--- src/rtl/result_writeback_pkg.sv ---
// Shared block-matrix geometry and block-address formula, used by the write-back
// engine and the operand-fetch sequencer.
package result_writeback_pkg;

  localparam int DATA_W     = 256;
  localparam int ADDR_W     = 14;
  localparam int COLS       = 128;
  localparam int ROWS       = 128;
  localparam int FIFO_DEPTH = 4;
  localparam int RC_W       = ADDR_W / 2;

  localparam logic [ADDR_W-1:0] LAST_ADDR = ADDR_W'(ROWS * COLS - 1);

  typedef struct packed {
    logic [ADDR_W-1:0] addr;
    logic [DATA_W-1:0] dat;
  } wb_entry_t;

  // Row-major block address, truncated to the RAM address width.
  function automatic logic [ADDR_W-1:0] block_addr(input logic [RC_W-1:0] row,
                                                   input logic [RC_W-1:0] col);
    logic [ADDR_W-1:0] r;
    r = ADDR_W'(row);
    return r * ADDR_W'(COLS) + ADDR_W'(col);
  endfunction

endpackage

--- src/rtl/result_writeback_fifo.sv ---
// Generic synchronous FIFO with combinational head.
// Latency: a push is visible at the head in the cycle after the push edge.
// Backpressure: a push while full is accepted only when a pop happens on the same edge.
module wb_fifo #(
  parameter int WIDTH = 8,
  parameter int DEPTH = 4
) (
  input  logic             clock,
  input  logic             reset,
  input  logic             push,
  input  logic [WIDTH-1:0] push_dat,
  input  logic             pop,
  output logic [WIDTH-1:0] head,
  output logic             full,
  output logic             empty
);

  localparam int PTR_W = (DEPTH > 1) ? $clog2(DEPTH) : 1;

  logic [WIDTH-1:0] mem [DEPTH];
  logic [PTR_W-1:0] wr_ptr;
  logic [PTR_W-1:0] rd_ptr;
  logic [PTR_W:0]   count;
  logic             do_push;
  logic             do_pop;

  assign empty   = (count == '0);
  assign full    = (count == (PTR_W + 1)'(DEPTH));
  assign do_pop  = pop & ~empty;
  assign do_push = push & (~full | do_pop);
  assign head    = mem[rd_ptr];

  // Storage needs no reset: the head is only consumed while the FIFO is non-empty.
  always_ff @(posedge clock) begin
    if (do_push) mem[wr_ptr] <= push_dat;
  end

  // Pointers wrap naturally because DEPTH is a power of two.
  always_ff @(posedge clock or negedge reset) begin
    if (!reset) begin
      wr_ptr <= '0;
      rd_ptr <= '0;
      count  <= '0;
    end else begin
      if (do_push) wr_ptr <= wr_ptr + 1'b1;
      if (do_pop)  rd_ptr <= rd_ptr + 1'b1;
      case ({do_push, do_pop})
        2'b10:   count <= count + 1'b1;
        2'b01:   count <= count - 1'b1;
        default: count <= count;
      endcase
    end
  end

endmodule

--- src/rtl/result_writeback.sv ---
// Captures accumulator results on done_accum rising edges, stamps the block address, drains to the result RAM.
// Latency: capture at edge k -> wr_en high in cycle k+1; one transfer per cycle while wr_ready is high.
// Backpressure: wr_ready low holds the FIFO head; a capture into a full FIFO without a same-edge pop is dropped and sets overflow.
module result_writeback
  import result_writeback_pkg::*;
(
  input  logic              clock,
  input  logic              reset,
  input  logic [DATA_W-1:0] out,
  input  logic              done_accum,
  input  logic              wr_ready,
  output logic              wr_en,
  output logic [ADDR_W-1:0] wr_addr,
  output logic [DATA_W-1:0] wr_data,
  output logic [RC_W-1:0]   block_row,
  output logic [RC_W-1:0]   block_col,
  output logic              frame_done,
  output logic              overflow
);

  logic      done_prev;
  logic      capture;
  logic      transfer;
  logic      push;
  logic      fifo_full;
  logic      fifo_empty;
  wb_entry_t push_ent;
  wb_entry_t head_ent;
  wb_entry_t last_ent;
  wb_entry_t cur_ent;

  assign capture       = done_accum & ~done_prev;
  assign transfer      = wr_en & wr_ready;
  assign push          = capture & (~fifo_full | transfer);
  assign push_ent.addr = block_addr(block_row, block_col);
  assign push_ent.dat  = out;

  wb_fifo #(
    .WIDTH (ADDR_W + DATA_W),
    .DEPTH (FIFO_DEPTH)
  ) u_fifo (
    .clock    (clock),
    .reset    (reset),
    .push     (push),
    .push_dat (push_ent),
    .pop      (transfer),
    .head     (head_ent),
    .full     (fifo_full),
    .empty    (fifo_empty)
  );

  // Once empty, the port keeps presenting the last written entry instead of stale storage.
  assign cur_ent = fifo_empty ? last_ent : head_ent;
  assign wr_en   = ~fifo_empty;
  assign wr_addr = cur_ent.addr;
  assign wr_data = cur_ent.dat;

  always_ff @(posedge clock or negedge reset) begin
    if (!reset) begin
      done_prev  <= 1'b0;
      block_row  <= '0;
      block_col  <= '0;
      overflow   <= 1'b0;
      frame_done <= 1'b0;
      last_ent   <= '0;
    end else begin
      done_prev  <= done_accum;
      frame_done <= transfer & (head_ent.addr == LAST_ADDR);
      if (capture & ~push) overflow <= 1'b1;
      if (transfer) last_ent <= head_ent;
      // Counters advance on dropped captures too, keeping later addresses aligned.
      if (capture) begin
        if (block_col == RC_W'(COLS - 1)) begin
          block_col <= '0;
          block_row <= (block_row == RC_W'(ROWS - 1)) ? '0 : block_row + 1'b1;
        end else begin
          block_col <= block_col + 1'b1;
        end
      end
    end
  end

endmodule

--- config.mk ---
export PLATFORM = sky130hd
export DESIGN_NAME = result_writeback
export DESIGN_NICKNAME = d
export VERILOG_FILES = /design/src/rtl/result_writeback_pkg.sv /design/src/rtl/result_writeback_fifo.sv /design/src/rtl/result_writeback.sv
export SDC_FILE = /design/constraint.sdc
export NUM_CORES = 2
export LEC_CHECK = 0
export ABC_AREA = 0
export CAP_MARGIN = 10
export CORE_ASPECT_RATIO = 1.4
export CORE_MARGIN = 2
export CORE_UTILIZATION = 45
export DETAILED_ROUTE_END_ITERATION = 8
export HOLD_SLACK_MARGIN = 0.03
export PLACE_DENSITY = 0.76
export SYNTH_ARGS = -nofsm -noshare
export SYNTH_HDL_FRONTEND = slang
export SYNTH_SLANG_ARGS = --single-unit
--- constraint.sdc ---
create_clock -name clock -period 15.16 [get_ports clock]
set_input_delay 3.032 -clock clock [delete_from_list [all_inputs] [get_ports clock]]
set_output_delay 3.032 -clock clock [all_outputs]
set_load 0.03 [all_outputs]
==> summary.md <==
| Metric | Value |
|---|---|
| Crit Path Max Fanout | `41` |
| Clk Tree Root Cell | `clkbuf_16` |
| GR Overflow Total | `0` |
| Via count | `28000` |
| Area share of the leading cell type in the synthesized netlist | `60.6%` |
| Post-Syn Area | `0.0536 mm2` |
| Final hold viol count | `0` |
| PwrDens | `216 mW/mm2` |
| DP Wirelength | `72.2 mm` |
| Final setup vio count | `0` |
| Total CTS buffers | `131` |
| Post-DR vias/cell | `5.35` |
| Clock Latency Late Sink | `0.76 ns` |
| Final period util | `51.6%` |
| Post-synth EDFFs | `1080` |
| Slowest stage delay, CP | `1.04 ns` |
| Post-synthesis sequential area ratio | `74.3%` |
| Worst Path Buf+Inv | `3` |
| Leading area contributor after synthesis | `edfxtp_1` |
| Worst Setup Start Kind | `flip-flop` |
| Hold buffers post-CTS | `0` |
| # Post-CTS Setup Buffers | `0` |
| Synth warn | `0` |
| Final WL | `123 mm` |
| Main flop type after synthesis | `edfxtp_1` |
| RSZ-0062 raised after global routing | `false` |
| Setup ws final | `7.34 ns` |
| Cell count after synthesis | `2962` |
| Count of pins over their slew limit | `0` |
| Gr usage total | `20.3%` |
| TritonRoute pass-1 iters | `7` |
| Worst setup EP type | `output port` |
| CP max-delay cell | `dfrtp_4` |
| I/O Pins | `547` |
| Leak Pwr | `23.7 nW` |
| Family with the most delay on the worst path | `buffers and inverters` |
| Kind of critical path | `flip-flop to output port` |
| CTS Buffer Depth | `3` |
| Setup skew after layout | `0.0224 ns` |
| Initial Util | `45.4%` |
| Htree depth | `4` |
| Non-filler instance count after layout | `5236` |
| Post-route core utilization | `55.2%` |
| Vias in the first global route | `29800` |
| Avg Inst Size Synth | `18.1 um2` |
| Main area contributors after synthesis | `edfxtp_1, dfrtp_1, mux4_2` |
| Slew HR | `22.6%` |
| CP Data Arrival Time | `4.78 ns` |
| Die Ht | `412 um` |
| Fmax | `128 MHz` |
| Required time worst endpoint | `12.13 ns` |
| Die width | `296 um` |
| Synthesized Nets | `3230` |
| Number of placement rows | `149` |
| Cell Chain, Critical Path | `buf_4 -> buf_4 -> mux4_2 -> mux2_2 -> clkdlybuf4s50_1` |
| Clock-pin transition on the worst setup and hold timing paths | `0.06 ns` |
| Setup TNS | `0 ns` |
| Nets | `3795` |
| Core ar. | `0.118 mm2` |
| Final min period | `7.82 ns` |
| Distinct cell type count after synthesis | `34` |
| Final GP Congestion | `0.771` |
| Hold WC Path Type | `flip-flop to flip-flop` |
| Yosys reg bits | `1374` |
| DRT antenna net count | `0` |
| MaxCap Viol Count | `0` |
| Largest net degree at the start of global routing | `149` |
| Layout cell share with drive strength beyond 1 | `21.8%` |
| Die area | `0.122 mm2` |
| Area grow syn2layout | `21.7%` |
| Asr flop ratio synth | `21.4%` |
| CTS sink cnt | `1374` |
| Initial antenna violation count | `22` |
| DRC | `0` |
| 1st-iter DRT viols | `1774` |
| Worst Tran Pin Value | `1.16 ns` |
| DR WL/cell | `23.5 um` |
| Cell count after placement | `4978` |
| Worst slack at placement | `7.52 ns` |
| Fill cells | `8887` |
| Worst IR Drop VDD | `176 uV` |
| CTS tree | `built` |
| I/O Buffers | `546` |
| Post-CTS Resized | `0` |
| Outcome | `finished, final reports clean` |
| Most used cell, CP | `buf_4` |
| First-pass GRT wire length | `183 mm` |
==> sequential cells by signal, indices dropped and copies added, names as in the netlist <==
| signal | cells |
|---|---|
| block_col | 7 |
| u_fifo.rd_ptr | 2 |
| block_row | 7 |
| last_ent | 270 |
| done_prev | 1 |
| u_fifo.mem | 1080 |
| u_fifo.wr_ptr | 2 |
| frame_done | 1 |
| overflow | 1 |
| u_fifo.count | 3 |
==> placed cells by master, fill, tap and decap left out, types with 3 or more instances in the layout <==
cell             Yosys  routed
edfxtp_1          1080    1080
nand2_1            821     820
clkdlybuf4s50_1      0     545
dfrtp_1            294     292
mux4_2             270     270
mux2_2             201     201
clkbuf_16            0     136
mux2_4              70      70
buf_4                2      33
clkbuf_1            57      29
clkbuf_8             0      17
clkinv_2             0      15
bufinv_16            0      15
diode_2              0      14
clkinv_1             0      13
xnor2_1             12      12
inv_1               10       9
nand4_1              7       7
ha_1                 7       7
inv_6                0       6
clkinvlp_4           0       6
buf_12               0       5
and2_4               0       4
nand3_1              4       4
nor2_1               4       4
mux2i_1              3       3
o21ai_0              3       3
clkinv_8             0       3
==> path summary, 6_finish.rpt <==
kind | cells after the start | slack [ns] | end | start
worst max register to register | 6 | 10.98 | u_fifo.mem[1][91] | done_prev
min in group asynchronous | 1 | 2.28 | last_ent[178] | reset
worst min register to register | 2 | 0.47 | last_ent[62] | last_ent[62]
worst max-delay path | 5 | 7.34 | wr_data[90] | u_fifo.rd_ptr[0]
worst min-delay path | 2 | 0.47 | last_ent[62] | last_ent[62]
max in group asynchronous | 3 | 10.52 | u_fifo.rd_ptr[1] | reset
==> per-layer routing <==
layer	track usage (%)	wire length [um]	vias to the layer above
met5	0	61	-
met1	24.7	47300	14600
met3	4.51	7560	239
li1	-	-	12300
met2	34.7	63700	883
met4	9.04	4640	10
==> worst register-to-register path, stage by stage (launching register included) <==
cell	delay (ns)
dfrtp_1	0.37
nor2b_1	0.19
buf_4	0.16
nor2b_1	0.46
and2_4	0.78
buf_4	0.88
buf_4	0.90
==> cell usage after synthesis (all sizes together), types with 2 or more instances <==
library cell  number
clkbuf            57
mux2i              3
nand2            821
a21boi             2
dfrtp            294
buf               95
inv               10
or3                2
nand3              4
mux4             270
edfxtp          1080
xnor2             12
and2               6
nor4               2
o21ai              3
mux2             271
xor2               2
ha                 7
nor2               4
nor2b              2
nand4              7
==> area by class of cell <==
type                    count  area, um2  share of cell area [%]
flip-flops and latches   1374      39800                    61.0
multi-input cells        1426      13000                    20.0
repair buffers            584       5820                    8.93
clock buffers             182       3750                    5.75
well taps                1585       1980                    3.04
clock inverters            61        758                    1.16
inverters                  10       45.0                  0.0691
diodes                     14       35.0                  0.0537
==> metrics by stage <==
| stage | total power, W | hold slack (ns) | instance area, um2 |
|---|---|---|---|
| 2_1_floorplan | 0.00886 | 0.442 | 53600 |
| 3_3_place_gp | 0.0107 | 0.453 | 60600 |
| 3_5_place_dp | 0.0108 | 0.458 | 60600 |
| 4_1_cts | 0.0143 | 0.473 | 65100 |
| 5_1_grt | 0.0147 | 0.492 | 65200 |
| 6_report | 0.0141 | 0.468 | 65200 |
==> report_power, final <==
group          total [W]  internal [W]  switching [W]
Clock            0.00340       0.00200        0.00140
Combinational    0.00560       0.00246        0.00313
Sequential       0.00511       0.00478       0.000329
Total             0.0141       0.00924        0.00486
==> logic make-up after synthesis <==
group	after synthesis	synth area share, %
adder cells (fa/ha/maj)	8	0.201
multiplexers	544	17.6
buffers and inverters	162	1.47
AO/OA/AOI/OAI	8	0.0911
AND/OR/NAND/NOR	852	6.10
XOR/XNOR	14	0.229
flip-flops	1374	74.3
No activity file was read; power rests on OpenSTA's default activity.
